$ cat src/rtl/pixel_window_gen.sv
// rtl/pixel_window_gen.sv - streaming 3x3 binary window generator with two-row line buffers
// Raster-order pixels in, one registered 3x3 neighbourhood per handshake out on X_0..X_8.
module pixel_window_gen #(
  parameter int IMG_W = 8,
  parameter int IMG_H = 8
) (
  input  logic clk,
  input  logic rst_n,
  input  logic pix_in,
  input  logic pix_valid,
  output logic pix_ready,
  output logic X_0,
  output logic X_1,
  output logic X_2,
  output logic X_3,
  output logic X_4,
  output logic X_5,
  output logic X_6,
  output logic X_7,
  output logic X_8,
  output logic win_valid,
  input  logic win_ready,
  output logic frame_done
);

  localparam int CW = (IMG_W > 1) ? $clog2(IMG_W) : 1;
  localparam int RW = (IMG_H > 1) ? $clog2(IMG_H) : 1;
  localparam logic [CW-1:0] COL_LAST = CW'(IMG_W - 1);
  localparam logic [RW-1:0] ROW_LAST = RW'(IMG_H - 1);

  typedef enum logic {
    S_FILL,
    S_STREAM
  } state_t;

  state_t          r_state;
  state_t          w_state_nxt;
  logic [CW-1:0]   r_col;
  logic [RW-1:0]   r_row;
  logic [IMG_W-1:0] r_lb0;
  logic [IMG_W-1:0] r_lb1;
  logic [8:0]      r_win;
  logic            r_win_valid;
  logic            r_frame_done;

  logic w_accept;
  logic w_handoff;
  logic w_col_last;
  logic w_row_last;
  logic w_frame_last;
  logic w_emit;

  assign pix_ready    = !r_win_valid || win_ready;
  assign w_accept     = pix_valid && pix_ready;
  assign w_handoff    = r_win_valid && win_ready;
  assign w_col_last   = (r_col == COL_LAST);
  assign w_row_last   = (r_row == ROW_LAST);
  assign w_frame_last = w_col_last && w_row_last;

  always_ff @(posedge clk or negedge rst_n) begin
    if (!rst_n) begin
      r_state <= S_FILL;
    end else begin
      r_state <= w_state_nxt;
    end
  end

  // STREAM implies row >= 2, so only the column test is left for emission
  always_comb begin
    w_state_nxt = r_state;
    w_emit      = 1'b0;
    case (r_state)
      S_FILL: begin
        if (w_accept && (r_row == RW'(1)) && w_col_last) begin
          w_state_nxt = S_STREAM;
        end
      end
      S_STREAM: begin
        w_emit = w_accept && (r_col >= CW'(2));
        if (w_accept && w_frame_last) begin
          w_state_nxt = S_FILL;
        end
      end
      default: begin
        w_state_nxt = S_FILL;
      end
    endcase
  end

  always_ff @(posedge clk or negedge rst_n) begin
    if (!rst_n) begin
      r_col <= '0;
      r_row <= '0;
    end else if (w_accept) begin
      if (w_col_last) begin
        r_col <= '0;
        r_row <= w_row_last ? '0 : r_row + RW'(1);
      end else begin
        r_col <= r_col + CW'(1);
      end
    end
  end

  always_ff @(posedge clk or negedge rst_n) begin
    if (!rst_n) begin
      r_lb0 <= '0;
      r_lb1 <= '0;
    end else if (w_accept) begin
      r_lb0[r_col] <= r_lb1[r_col];
      r_lb1[r_col] <= pix_in;
    end
  end

  // r_win[k] is X_k; each row shifts left and takes the new column on its right
  always_ff @(posedge clk or negedge rst_n) begin
    if (!rst_n) begin
      r_win <= '0;
    end else if (w_accept) begin
      r_win <= {pix_in, r_win[8:7], r_lb1[r_col], r_win[5:4], r_lb0[r_col], r_win[2:1]};
    end
  end

  always_ff @(posedge clk or negedge rst_n) begin
    if (!rst_n) begin
      r_win_valid  <= 1'b0;
      r_frame_done <= 1'b0;
    end else begin
      if (w_emit) begin
        r_win_valid <= 1'b1;
      end else if (w_handoff) begin
        r_win_valid <= 1'b0;
      end
      r_frame_done <= w_accept && w_frame_last;
    end
  end

  assign X_0        = r_win[0];
  assign X_1        = r_win[1];
  assign X_2        = r_win[2];
  assign X_3        = r_win[3];
  assign X_4        = r_win[4];
  assign X_5        = r_win[5];
  assign X_6        = r_win[6];
  assign X_7        = r_win[7];
  assign X_8        = r_win[8];
  assign win_valid  = r_win_valid;
  assign frame_done = r_frame_done;

endmodule

$ cat config.mk
export PLATFORM = sky130hd
export DESIGN_NAME = pixel_window_gen
export DESIGN_NICKNAME = d
export VERILOG_FILES = /design/src/rtl/pixel_window_gen.sv
export SDC_FILE = /design/constraint.sdc
export NUM_CORES = 1
export LEC_CHECK = 0
export ABC_AREA = 1
export BUFFER_PORTS_ARGS = -buffer_cell sky130_fd_sc_hd__buf_2
export CORE_MARGIN = 8
export CORE_UTILIZATION = 57
export CTS_CLUSTER_SIZE = 25
export DETAILED_ROUTE_END_ITERATION = 10
export GPL_TIMING_DRIVEN = 0
export PLACE_DENSITY = 0.78
export SETUP_SLACK_MARGIN = 0.1
export SLEW_MARGIN = 20
export SYNTH_ARGS = -nofsm -noshare
export SYNTH_HDL_FRONTEND = slang
export SYNTH_SLANG_ARGS = --single-unit
export TNS_END_PERCENT = 100
$ cat constraint.sdc
create_clock -name clk -period 1.9 [get_ports clk]
set_clock_uncertainty 0.2 [all_clocks]
set_input_delay 0.095 -clock clk [delete_from_list [all_inputs] [get_ports clk]]
set_output_delay 0.095 -clock clk [all_outputs]
set_load 0.02 [all_outputs]
==> report_table.html, run 1 <==
<table>
<tr><th>Metric</th><th>Value</th></tr>
<tr><th colspan="2">Global routing</th></tr>
<tr><td>Number of antenna violations at the first check in global routing</td><td>0</td></tr>
<tr><td>Number of global-route vias before repair</td><td>1275</td></tr>
<tr><td>Total gr overflow</td><td>0</td></tr>
<tr><td>Global-route wire length before repair</td><td>5.49 mm</td></tr>
<tr><td>Global-route total usage across every layer</td><td>13.7%</td></tr>
<tr><td>Pin count of the biggest net entering global routing</td><td>35</td></tr>
<tr><th colspan="2">STA</th></tr>
<tr><td>Clock period minus final worst setup slack</td><td>1.64 ns</td></tr>
<tr><td>Timing-limited maximum frequency</td><td>610 MHz</td></tr>
<tr><td>Setup_tns</td><td>0 ns</td></tr>
<tr><td>Share of the cycle needed by the critical path after routing</td><td>86.3%</td></tr>
<tr><td>Setup violators final</td><td>0</td></tr>
<tr><td>Final-report hold violation count</td><td>0</td></tr>
<tr><td>Slew @ Worst Pin</td><td>0.718 ns</td></tr>
<tr><td>Max-slew violation count</td><td>0</td></tr>
<tr><td>Unrepaired setup endpoints after global routing</td><td>no</td></tr>
<tr><td>Worst slew slack as a fraction of its limit</td><td>52.2%</td></tr>
<tr><td>Least setup slack across all paths after layout</td><td>0.260 ns</td></tr>
<tr><th colspan="2">Routing</th></tr>
<tr><td>Drt total wl</td><td>3.19 mm</td></tr>
<tr><td>Routed via count</td><td>1369</td></tr>
<tr><td>Wirelength per Cell</td><td>12.1 um</td></tr>
<tr><td>Number of remaining DRC errors</td><td>0</td></tr>
<tr><td>First-pass iteration count of the detailed router</td><td>4</td></tr>
<tr><td>Post-route ant nets</td><td>0</td></tr>
<tr><td>Initial DRC count</td><td>86</td></tr>
<tr><td>Ratio of routed vias to standard cells</td><td>5.21</td></tr>
<tr><th colspan="2">Clock network</th></tr>
<tr><td>CTS tree</td><td>done</td></tr>
<tr><td>Inserted Clock Buffers</td><td>5</td></tr>
<tr><td>Total number of H-tree levels</td><td>2</td></tr>
<tr><td>Clock Sinks</td><td>34</td></tr>
<tr><td>Clk pin slew, worst setup/hold paths</td><td>0.12 ns</td></tr>
<tr><td>Clock insertion delay at the later pin of the skew report</td><td>0.34 ns</td></tr>
<tr><td>Buffer cell driving the clock tree root</td><td>clkbuf_4</td></tr>
<tr><td>Number of buffers on the longest clock path</td><td>2</td></tr>
<tr><th colspan="2">Floorplanning</th></tr>
<tr><td>I/O pin cnt</td><td>17</td></tr>
<tr><td>Full die area</td><td>4850 um^2</td></tr>
<tr><td>Floorplan die height</td><td>69.7 um</td></tr>
<tr><td>Die X</td><td>69.7 um</td></tr>
<tr><td>Floorplan core area</td><td>2760 um^2</td></tr>
<tr><td>Standard-cell row count</td><td>19</td></tr>
<tr><td>Starting Density</td><td>59.5%</td></tr>
<tr><th colspan="2">Flow run</th></tr>
<tr><td>Count of maximum capacitance violations</td><td>0</td></tr>
<tr><th colspan="2">Synth</th></tr>
<tr><td>Mean area per synthesized cell</td><td>8.09 um^2</td></tr>
<tr><td>Post-synth EDFFs</td><td>0</td></tr>
<tr><td>Flops &amp; latches, synth</td><td>34</td></tr>
<tr><td>Share of the synthesized area in the top cell type</td><td>51.8%</td></tr>
<tr><td>Most frequent cells after synthesis</td><td>nand2_1, dfrtp_1, inv_1</td></tr>
<tr><td>Dominant register cell in the synthesized netlist</td><td>dfrtp_1</td></tr>
<tr><td>Total of warnings raised by yosys</td><td>0</td></tr>
<tr><td>Synthesized cell area</td><td>1640 um^2</td></tr>
<tr><td>Cell type with the largest total area after synthesis</td><td>dfrtp_1</td></tr>
<tr><td>Synth area leaders</td><td>dfrtp_1, nand2_1, o21ai_1, inv_1, ha_1</td></tr>
<tr><td>Cell with the most instances after synthesis</td><td>nand2_1</td></tr>
<tr><td>Portion of the post-synthesis area used by sequential elements</td><td>51.8%</td></tr>
<tr><td>Async S/R FF share, synth</td><td>100%</td></tr>
<tr><td>Number of nets in the synthesized netlist</td><td>214</td></tr>
<tr><td>Instance count of the mapped netlist</td><td>203</td></tr>
<tr><td>Post-synth cell types</td><td>20</td></tr>
<tr><th colspan="2">Critical path</th></tr>
<tr><td>Worst setup SP type</td><td>flip-flop</td></tr>
<tr><td>Sort of element at the end of the critical path</td><td>flip-flop</td></tr>
<tr><td>Largest fanout on the critical path</td><td>8</td></tr>
<tr><td>Worst Path Class, Setup</td><td>reg -&gt; reg</td></tr>
<tr><td>Crit path arrival time</td><td>1.67 ns</td></tr>
<tr><td>Critical path data required time</td><td>1.93 ns</td></tr>
<tr><th colspan="2">Placement</th></tr>
<tr><td>Worst slack, placed</td><td>0.222 ns</td></tr>
<tr><td>Global placement routability congestion</td><td>0.836</td></tr>
<tr><td>HPWL Detailed</td><td>2.22 mm</td></tr>
<tr><td>Count of input and output buffers</td><td>16</td></tr>
<tr><td>Instance area at placement</td><td>1760 um^2</td></tr>
<tr><th colspan="2">Finish</th></tr>
<tr><td>Antenna cell count</td><td>0</td></tr>
<tr><td>Area overhead of the layout relative to synthesis</td><td>15.4%</td></tr>
<tr><td>Final net count</td><td>242</td></tr>
<tr><td>Final design instance area without fill</td><td>1890 um^2</td></tr>
<tr><td>Post-layout utilization of the core</td><td>68.7%</td></tr>
<tr><td>Layout cell share with drive strength beyond 1</td><td>18.5%</td></tr>
<tr><th colspan="2">Run status</th></tr>
<tr><td>Run status</td><td>complete, no violations</td></tr>
<tr><th colspan="2">Hold path</th></tr>
<tr><td>Worst min-delay path class</td><td>in -&gt; async</td></tr>
<tr><th colspan="2">Pwr</th></tr>
<tr><td>Pleak</td><td>1.03 nW</td></tr>
<tr><td>Power Dens Cells</td><td>1590 nW/um^2</td></tr>
<tr><td>Overall power after layout</td><td>3.02 mW</td></tr>
<tr><td>Worst vdd ir</td><td>1190 uV</td></tr>
</table>
[cell type report]
class | instances | area, um^2
Buffer | 4 | 25.0
Inverter | 33 | 124
Multi-Input combinational cell | 132 | 642
Timing Repair Buffer | 21 | 130
Clock buffer | 5 | 37.5
Tap cell | 31 | 38.8
Clock inverter | 3 | 45.0
Sequential cell | 34 | 852
Fill cell | 222 | 863
[routing by layer]
metal,GRT usage (%),share of wire [%]
met1,15.0,43
met5,0,0
met3,6.01,6.4
met4,4.69,1.3
met2,23.2,49
[logic make-up after synthesis]
group	Yosys count	synth area share, %
multiplexers	1	0.610
AND/OR/NAND/NOR	91	23.2
flip-flops	34	51.8
AO/OA/AOI/OAI	34	10.7
adder cells (fa/ha/maj)	6	4.57
buffers and inverters	37	9.07
[registers in the layout (all words and copies together) (netlist names)]
signal and count:
frame_done 1, win_valid 1, r_lb0 8, r_col 3, r_lb1 8, r_row 3, r_win 9, r_state 1
[critical path, stage by stage (launching register included)]
cell,delay [ns]
dfrtp_2,0.46
ha_1,0.17
ha_1,0.16
inv_1,0.07
nor2_4,0.18
inv_2,0.06
nor2_1,0.14
o21ai_1,0.09
[through the flow]
step                      cells  hold slack [ns]
final                       263            0.127
after global routing        263            0.182
after CTS                   263            0.140
after detailed placement    250         -0.00310
after global placement      250          -0.0157
after floorplan             203           -0.401
[what timing repair did]
action / in CTS / in global routing
setup endpoints to repair: 0 / 1
hold buffers: 5 / 0
buffers inserted: 0 / 0
endpoints found under the hold margin: 48 / 0
gates resized for setup: 0 / 1
[worst paths after layout]
kind	startpoint	endpoint	slack, ns	depth (start not counted)
setup / recovery	r_col[1]	r_state	0.26	7
hold / removal	rst_n	r_col[1]	0.13	2
setup reg to reg	r_col[1]	r_state	0.26	7
hold reg to reg	r_win[6]	r_win[6]	0.29	2
max in group asynchronous	rst_n	r_col[1]	0.88	2
min in group clk	r_win[6]	r_win[6]	0.29	2
[report_power, final]
group / internal (mW) / total [mW] / switching [mW] / leakage [nW]
logic: 0.439 / 1.26 / 0.820 / 0.566
registers: 1.03 / 1.23 / 0.195 / 0.425
clock network: 0.276 / 0.534 / 0.258 / 0.0374
total: 1.75 / 3.02 / 1.27 / 1.03
[placed cells by master (no fill, tap or decap), types with 6 or more instances in the layout]
cell | netlist | layout
o21ai_1 | 20 | 20
inv_2 | 7 | 7
o21ai_0 | 11 | 11
dfrtp_1 | 34 | 33
nand2_1 | 62 | 62
nor2_1 | 13 | 13
nand3_1 | 8 | 8
buf_2 | 2 | 18
ha_1 | 6 | 6
inv_1 | 25 | 25
(Power assumes the default switching activity.)
==> run 2, diff against run 1 <==
Settings changed: CORE_UTILIZATION 57 to 52, PLACE_DENSITY 0.78 to 0.75.
Clock period 1.9 ns to 1.4 ns, I/O delays scaled along.
==> run 2 against run 1 <==
  * The flow now finishes with violations (hold timing, setup timing)
  * Die area is 7.4% higher
  * Global-route usage is 2.0 points higher
  * Sequential share of layout area is 9.2 points lower
  * Final cell count is 9.5% higher
  * Critical path depth is 1 lower
  * Final area is 26% higher
  * Register-to-register slack worse by 0.42 ns
  * Sequential power is 44% higher
  * Critical endpoint is now r_lb0[3]
  * Largest power group unchanged
==> report_table.html, run 2 (synthesized netlist as in run 1, its figures left out) <==
<table>
<tr><th>Metric</th><th>Value</th></tr>
<tr><th colspan="2">Pwr</th></tr>
<tr><td>Power Dens Cells</td><td>2260 nW/um^2</td></tr>
<tr><td>Pleak</td><td>1.21 nW</td></tr>
<tr><td>Proportion of power drawn by the clock network</td><td>10.8%</td></tr>
<tr><td>Sequential power share</td><td>32.7%</td></tr>
<tr><td>Worst vdd ir</td><td>1220 uV</td></tr>
<tr><td>Fraction of power spent switching nets</td><td>47.0%</td></tr>
<tr><td>Cell internal pwr</td><td>2.87 mW</td></tr>
<tr><td>Power dissipated by switching net loads</td><td>2.54 mW</td></tr>
<tr><td>Portion of total power attributed to combinational logic</td><td>56.5%</td></tr>
<tr><th colspan="2">STA</th></tr>
<tr><td>Max-slew violation count</td><td>0</td></tr>
<tr><td>Hold_ws</td><td>-0.146 ns</td></tr>
<tr><td>Unrepaired setup endpoints after global routing</td><td>yes</td></tr>
<tr><td>Worst slew slack as a fraction of its limit</td><td>51.4%</td></tr>
<tr><td>Slew @ Worst Pin</td><td>0.729 ns</td></tr>
<tr><td>Share of the cycle needed by the critical path after routing</td><td>111%</td></tr>
<tr><td>Timing-limited maximum frequency</td><td>642 MHz</td></tr>
<tr><td>Least setup slack across all paths after layout</td><td>-0.158 ns</td></tr>
<tr><td>Setup violators final</td><td>21</td></tr>
<tr><td>Clock period minus final worst setup slack</td><td>1.56 ns</td></tr>
<tr><td>Final-report hold violation count</td><td>1</td></tr>
<tr><th colspan="2">Routing</th></tr>
<tr><td>First-pass iteration count of the detailed router</td><td>4</td></tr>
<tr><td>Initial DRC count</td><td>84</td></tr>
<tr><td>Number of remaining DRC errors</td><td>0</td></tr>
<tr><td>Wirelength per Cell</td><td>16.1 um</td></tr>
<tr><td>Drt total wl</td><td>4.63 mm</td></tr>
<tr><td>Ratio of routed vias to standard cells</td><td>5.41</td></tr>
<tr><td>Post-route ant nets</td><td>0</td></tr>
<tr><td>Routed via count</td><td>1557</td></tr>
<tr><th colspan="2">Clock network</th></tr>
<tr><td>CTS tree</td><td>done</td></tr>
<tr><td>Total of hold buffers inserted after clock tree synthesis</td><td>3</td></tr>
<tr><td>Inserted Clock Buffers</td><td>5</td></tr>
<tr><td>Clk pin slew, worst setup/hold paths</td><td>0.11 ns</td></tr>
<tr><td>Clock Sinks</td><td>34</td></tr>
<tr><td>Clock insertion delay at the later pin of the skew report</td><td>0.35 ns</td></tr>
<tr><td>Total number of H-tree levels</td><td>2</td></tr>
<tr><td>Buffer cell driving the clock tree root</td><td>clkbuf_4</td></tr>
<tr><td>Number of buffers on the longest clock path</td><td>2</td></tr>
<tr><th colspan="2">Finish</th></tr>
<tr><td>Largest registers</td><td>r_win (9), r_lb0 (8), r_lb1 (8)</td></tr>
<tr><td>Non-filler cells, final</td><td>288</td></tr>
<tr><td>Largest reg by FF count</td><td>r_win</td></tr>
<tr><td>Layout cell share with drive strength beyond 1</td><td>43.0%</td></tr>
<tr><td>Final design instance area without fill</td><td>2390 um^2</td></tr>
<tr><td>Final net count</td><td>254</td></tr>
<tr><td>Most common cell after layout, fill and taps aside</td><td>nand2_1</td></tr>
<tr><td>Number of flip-flops in the largest register</td><td>9</td></tr>
<tr><td>Area overhead of the layout relative to synthesis</td><td>45.8%</td></tr>
<tr><td>Most frequent cells in the layout</td><td>nand2_1, dfrtp_1, inv_1</td></tr>
<tr><td>Number of filler cells placed in the layout</td><td>170</td></tr>
<tr><td>Antenna cell count</td><td>0</td></tr>
<tr><th colspan="2">Critical path</th></tr>
<tr><td>Max stage delay on crit path</td><td>0.47 ns</td></tr>
<tr><td>Sort of element at the end of the critical path</td><td>flip-flop</td></tr>
<tr><td>Largest fanout on the critical path</td><td>9</td></tr>
<tr><td>Category of cells accounting for the largest share of critical-path delay</td><td>flip-flops</td></tr>
<tr><td>Crit path arrival time</td><td>1.60 ns</td></tr>
<tr><td>Dominant cell type by count on the critical path</td><td>nand2_1</td></tr>
<tr><td>Critical path data required time</td><td>1.44 ns</td></tr>
<tr><td>Worst setup SP type</td><td>flip-flop</td></tr>
<tr><td>Cell-by-cell trace of the critical path</td><td>buf_8 -&gt; nand2_1 -&gt; nand3_4 -&gt; nand2_4 -&gt; o21ai_2 -&gt; nand2_1</td></tr>
<tr><td>Worst setup slack for register-to-register paths</td><td>-0.16 ns</td></tr>
<tr><td>Worst Path Class, Setup</td><td>reg -&gt; reg</td></tr>
<tr><td>Total buffers and inverters traversed by the critical path</td><td>1</td></tr>
<tr><td>Slowest cell on crit path</td><td>dfrtp_2</td></tr>
<tr><th colspan="2">Floorplanning</th></tr>
<tr><td>Floorplan die height</td><td>72.2 um</td></tr>
<tr><td>Starting Density</td><td>54.2%</td></tr>
<tr><td>Standard-cell row count</td><td>20</td></tr>
<tr><td>Floorplan core area</td><td>3030 um^2</td></tr>
<tr><td>I/O pin cnt</td><td>17</td></tr>
<tr><td>Full die area</td><td>5210 um^2</td></tr>
<tr><td>Die X</td><td>72.2 um</td></tr>
<tr><th colspan="2">Global routing</th></tr>
<tr><td>Number of global-route vias before repair</td><td>1456</td></tr>
<tr><td>Number of antenna violations at the first check in global routing</td><td>0</td></tr>
<tr><td>Pin count of the biggest net entering global routing</td><td>35</td></tr>
<tr><td>Global-route wire length before repair</td><td>6.43 mm</td></tr>
<tr><td>Total gr overflow</td><td>0</td></tr>
<tr><td>Global-route total usage across every layer</td><td>15.7%</td></tr>
<tr><th colspan="2">Placement</th></tr>
<tr><td>Instance area at placement</td><td>1880 um^2</td></tr>
<tr><td>Count of placed standard cells including taps</td><td>263</td></tr>
<tr><td>Global placement routability congestion</td><td>0.827</td></tr>
<tr><td>Count of input and output buffers</td><td>16</td></tr>
<tr><td>HPWL Detailed</td><td>2.40 mm</td></tr>
<tr><th colspan="2">Run status</th></tr>
<tr><td>Run status</td><td>complete, but fails checks</td></tr>
<tr><td>Violations in the final reports</td><td>hold timing, setup timing</td></tr>
<tr><th colspan="2">Hold path</th></tr>
<tr><td>Worst min-delay path class</td><td>in -&gt; reg</td></tr>
<tr><th colspan="2">Flow run</th></tr>
<tr><td>Count of maximum capacitance violations</td><td>0</td></tr>
</table>
==> run 2: cell count changes in the layout (fill, tap and decap cells not counted), sizes merged <==
cell	previous run	this run
bufinv	1	0
inv	32	31
clkinvlp	2	1
buf	20	31
dlygate4sd3	5	3
clkinv	1	2
clkbuf	5	8
nand2	66	68
==> run 2: repair_timing <==
action | 4_1_cts | 5_1_grt
endpoints found under the hold margin | 49 | 1
endpoints found under the setup margin | 27 | 35
buffers inserted | 5 | 5
resized for setup | 26 | 48
pin swaps | 9 | 21
gates cloned | 3 | 1
==> run 2: through the flow <==
step                      TNS, ns  utilization (%)  power (mW)  worst slack (ns)
after CTS                  -0.786             71.0        4.67           -0.0754
after floorplan                 0                -        3.09            0.0118
after global routing        -3.12             79.0        5.72            -0.211
after detailed placement    -1.42             62.1        3.60            -0.142
after global placement      -1.18             62.1        3.50            -0.127
final                       -1.91             79.0        5.41            -0.158
==> run 2: worst paths after layout <==
kind	cells past startpoint	endpoint	from
worst min-delay path	4	win_valid	win_ready
max in group asynchronous	2	r_col[2]	rst_n
worst min register to register	2	r_lb0[1]	r_lb0[1]
worst max-delay path	6	r_lb0[3]	r_col[0]
worst max register to register	6	r_lb0[3]	r_col[0]
min in group asynchronous	2	r_row[2]	rst_n
==> run 2: tightest hold or removal path, cell delays in order <==
cell     delay (ns)
buf_2          0.09
inv_2          0.04
nand2_4        0.10
o21ai_1        0.08
==> run 2: layout make-up <==
cell class	instances	area, um^2	area share (%)
repair buffers	31	248	10.4
plain buffers	4	60.1	2.51
well taps	44	55.1	2.30
inverters	33	143	5.96
clock inverters	1	5.00	0.209
flip-flops and latches	34	856	35.8
clock buffers	7	55.1	2.30
multi-input cells	134	972	40.6
==> run 2: power by group through the flow <==
stage                     Sequential, mW  Combinational, mW  Clock (mW)
after floorplan                     1.82               1.27           0
after global placement              1.70               1.80           0
after detailed placement            1.73               1.87           0
after CTS                           1.72               2.37       0.581
after global routing                1.82               3.27       0.623
final                               1.77               3.05       0.583
==> run 2: layer usage <==
layer  part of all wire (%)  global-route usage, %  vias to the layer above
met3                    5.6                   4.82                       21
met1                     39                   17.9                      767
met5                      0                      0                        -
li1                       -                      -                      715
met2                     52                   25.8                       54
met4                    3.6                   8.16                        0
==> run 3, diff against run 2 <==
Settings changed: CORE_UTILIZATION 52 to 50, CTS_CLUSTER_SIZE 25 to default, PLACE_DENSITY 0.75 to 0.72.
==> run 3 against run 2 <==
  * The run ends with setup timing left
  * Final area shrank 4.7%
  * Sequential power shrank 3%
  * Register-to-register slack gained 0.09 ns
  * Sequential cell count is the same
  * Via count shrank 10%
  * Global-route usage shrank 1.4 points
  * Hold slack gained 0.26 ns
  * Largest power group unchanged
  * Power shrank 5.1%
  * Largest cell class is now flip-flops and latches
  * Die area grew 3.1%
  * Combinational power shrank 17%
==> report_table.html, run 3 (synthesized netlist as in run 1, its figures left out) <==
<table>
<tr><th>Metric</th><th>Value</th></tr>
<tr><th colspan="2">Clock network</th></tr>
<tr><td>CTS tree</td><td>done</td></tr>
<tr><td>Clk pin slew, worst setup/hold paths</td><td>0.11 ns</td></tr>
<tr><td>Inserted Clock Buffers</td><td>5</td></tr>
<tr><td>Clock insertion delay at the later pin of the skew report</td><td>0.35 ns</td></tr>
<tr><td>Clock Sinks</td><td>34</td></tr>
<tr><td>Number of buffers on the longest clock path</td><td>2</td></tr>
<tr><td>Total number of H-tree levels</td><td>2</td></tr>
<tr><td>Buffer cell driving the clock tree root</td><td>clkbuf_4</td></tr>
<tr><th colspan="2">STA</th></tr>
<tr><td>Max-slew violation count</td><td>0</td></tr>
<tr><td>Timing-limited maximum frequency</td><td>681 MHz</td></tr>
<tr><td>Share of the cycle needed by the critical path after routing</td><td>105%</td></tr>
<tr><td>Least setup slack across all paths after layout</td><td>-0.0685 ns</td></tr>
<tr><td>Slew @ Worst Pin</td><td>0.761 ns</td></tr>
<tr><td>Clock period minus final worst setup slack</td><td>1.47 ns</td></tr>
<tr><td>Final-report hold violation count</td><td>0</td></tr>
<tr><td>Setup violators final</td><td>17</td></tr>
<tr><td>Unrepaired setup endpoints after global routing</td><td>yes</td></tr>
<tr><td>Worst slew slack as a fraction of its limit</td><td>49.3%</td></tr>
<tr><th colspan="2">Critical path</th></tr>
<tr><td>Category of cells accounting for the largest share of critical-path delay</td><td>flip-flops</td></tr>
<tr><td>Sort of element at the end of the critical path</td><td>flip-flop</td></tr>
<tr><td>Worst setup SP type</td><td>flip-flop</td></tr>
<tr><td>Crit path arrival time</td><td>1.56 ns</td></tr>
<tr><td>Max stage delay on crit path</td><td>0.49 ns</td></tr>
<tr><td>Largest fanout on the critical path</td><td>7</td></tr>
<tr><td>Cell-by-cell trace of the critical path</td><td>buf_4 -&gt; nor2_4 -&gt; nand3_4 -&gt; nand2_4 -&gt; o21ai_1 -&gt; nand2_1</td></tr>
<tr><td>Slowest cell on crit path</td><td>dfrtp_2</td></tr>
<tr><td>Total buffers and inverters traversed by the critical path</td><td>1</td></tr>
<tr><td>Critical path data required time</td><td>1.49 ns</td></tr>
<tr><td>Worst Path Class, Setup</td><td>reg -&gt; reg</td></tr>
<tr><th colspan="2">Finish</th></tr>
<tr><td>Most frequent cells in the layout</td><td>nand2_1, dfrtp_1, inv_1</td></tr>
<tr><td>Number of filler cells placed in the layout</td><td>258</td></tr>
<tr><td>Post-layout utilization of the core</td><td>70.6%</td></tr>
<tr><td>Largest registers</td><td>r_win (9), r_lb0 (8), r_lb1 (8)</td></tr>
<tr><td>Most common cell after layout, fill and taps aside</td><td>nand2_1</td></tr>
<tr><td>Antenna cell count</td><td>0</td></tr>
<tr><td>Final net count</td><td>255</td></tr>
<tr><td>Number of flip-flops in the largest register</td><td>9</td></tr>
<tr><td>Layout cell share with drive strength beyond 1</td><td>38.0%</td></tr>
<tr><td>Multi-input gate area</td><td>842 um^2</td></tr>
<tr><td>Sequential Area</td><td>856 um^2</td></tr>
<tr><td>Largest reg by FF count</td><td>r_win</td></tr>
<tr><td>Final design instance area without fill</td><td>2280 um^2</td></tr>
<tr><td>Area overhead of the layout relative to synthesis</td><td>38.9%</td></tr>
<tr><th colspan="2">Pwr</th></tr>
<tr><td>Overall power after layout</td><td>5.13 mW</td></tr>
<tr><td>Pleak</td><td>1.17 nW</td></tr>
<tr><td>Worst vdd ir</td><td>1170 uV</td></tr>
<tr><td>Power Dens Cells</td><td>2250 nW/um^2</td></tr>
<tr><th colspan="2">Floorplanning</th></tr>
<tr><td>Floorplan core area</td><td>3230 um^2</td></tr>
<tr><td>Standard-cell row count</td><td>21</td></tr>
<tr><td>I/O pin cnt</td><td>17</td></tr>
<tr><td>Die X</td><td>73.3 um</td></tr>
<tr><td>Floorplan die height</td><td>73.3 um</td></tr>
<tr><td>Starting Density</td><td>50.8%</td></tr>
<tr><td>Full die area</td><td>5370 um^2</td></tr>
<tr><th colspan="2">Global routing</th></tr>
<tr><td>Global-route wire length before repair</td><td>5.83 mm</td></tr>
<tr><td>Total gr overflow</td><td>0</td></tr>
<tr><td>Pin count of the biggest net entering global routing</td><td>35</td></tr>
<tr><td>Global-route total usage across every layer</td><td>14.3%</td></tr>
<tr><td>Number of global-route vias before repair</td><td>1351</td></tr>
<tr><td>Number of antenna violations at the first check in global routing</td><td>0</td></tr>
<tr><th colspan="2">Placement</th></tr>
<tr><td>Count of input and output buffers</td><td>16</td></tr>
<tr><td>Worst slack, placed</td><td>-0.146 ns</td></tr>
<tr><td>Global placement routability congestion</td><td>0.776</td></tr>
<tr><td>Instance area at placement</td><td>1880 um^2</td></tr>
<tr><td>HPWL Detailed</td><td>2.21 mm</td></tr>
<tr><th colspan="2">Routing</th></tr>
<tr><td>Drt total wl</td><td>3.66 mm</td></tr>
<tr><td>Post-route ant nets</td><td>0</td></tr>
<tr><td>Ratio of routed vias to standard cells</td><td>4.81</td></tr>
<tr><td>First-pass iteration count of the detailed router</td><td>4</td></tr>
<tr><td>Wirelength per Cell</td><td>12.6 um</td></tr>
<tr><td>Number of remaining DRC errors</td><td>0</td></tr>
<tr><td>Initial DRC count</td><td>77</td></tr>
<tr><td>Routed via count</td><td>1400</td></tr>
<tr><th colspan="2">Run status</th></tr>
<tr><td>Violations in the final reports</td><td>setup timing</td></tr>
<tr><td>Run status</td><td>complete, but fails checks</td></tr>
<tr><th colspan="2">Hold path</th></tr>
<tr><td>Worst min-delay path class</td><td>in -&gt; async</td></tr>
<tr><th colspan="2">Flow run</th></tr>
<tr><td>Count of maximum capacitance violations</td><td>0</td></tr>
</table>
## run 3: changes by cell type in the layout (fill, tap and decap cells not counted), moves of 2 or more
cell,delta
nand3_1,+3
nand2_1,+3
bufinv_16,+2
nand2_4,-5
nand3_2,-2
buf_6,+6
nor2_4,-3
o31ai_1,+2
nor2_2,+2
o21ai_1,+2
nand2_2,+2
buf_8,-3
o21ai_2,-3
## run 3: per-layer routing
layer,share of wire (%),wire (um),track usage (%)
met5,0,0,0
met4,2.2,81,8.43
met3,5.9,215,4.37
met2,49,1800,23.6
met1,43,1560,15.9
## run 3: path summary, 6_finish.rpt
check / endpoint / startpoint / slack, ns / depth (start not counted)
setup / recovery: r_lb0[2] / r_col[1] / -0.07 / 6
hold / removal: r_state / rst_n / 0.12 / 2
setup reg to reg: r_lb0[2] / r_col[1] / -0.07 / 6
hold reg to reg: r_lb0[1] / r_lb0[1] / 0.29 / 2
max in group asynchronous: r_col[2] / rst_n / 0.36 / 2
min in group clk: r_lb0[1] / r_lb0[1] / 0.29 / 2
## run 3: repair_timing
action,in CTS,in global routing
endpoints found under the hold margin,50,0
pin swaps,7,4
setup buffers,8,4
hold buffers,4,0
resized for setup,25,21
gates cloned,1,1
endpoints found under the setup margin,25,32
## run 3: cell type report
type	count	share of cell area [%]
sequential	34	37.5
multi-input combinational	133	36.9
timing repair buffer	33	10.5
inverter	33	5.76
clock inverter	3	3.02
tap	46	2.52
buffer	4	2.14
clock buffer	5	1.65
## run 3: power by group
group / leakage (nW) / internal, mW / switching (mW) / total (mW)
clock: 0.0554 / 0.558 / 0.349 / 0.907
sequential: 0.422 / 1.41 / 0.298 / 1.71
combinational: 0.694 / 1.03 / 1.49 / 2.52
## run 3: per-stage QoR
stage / TNS [ns] / hold WS (ns) / std cells
final: -0.868 / 0.117 / 291
after global routing: -2.41 / 0.193 / 291
after CTS: -0.665 / 0.129 / 286
after detailed placement: -1.41 / -0.0187 / 265
after global placement: -1.36 / -0.0246 / 265
after floorplan: 0 / -0.426 / 203
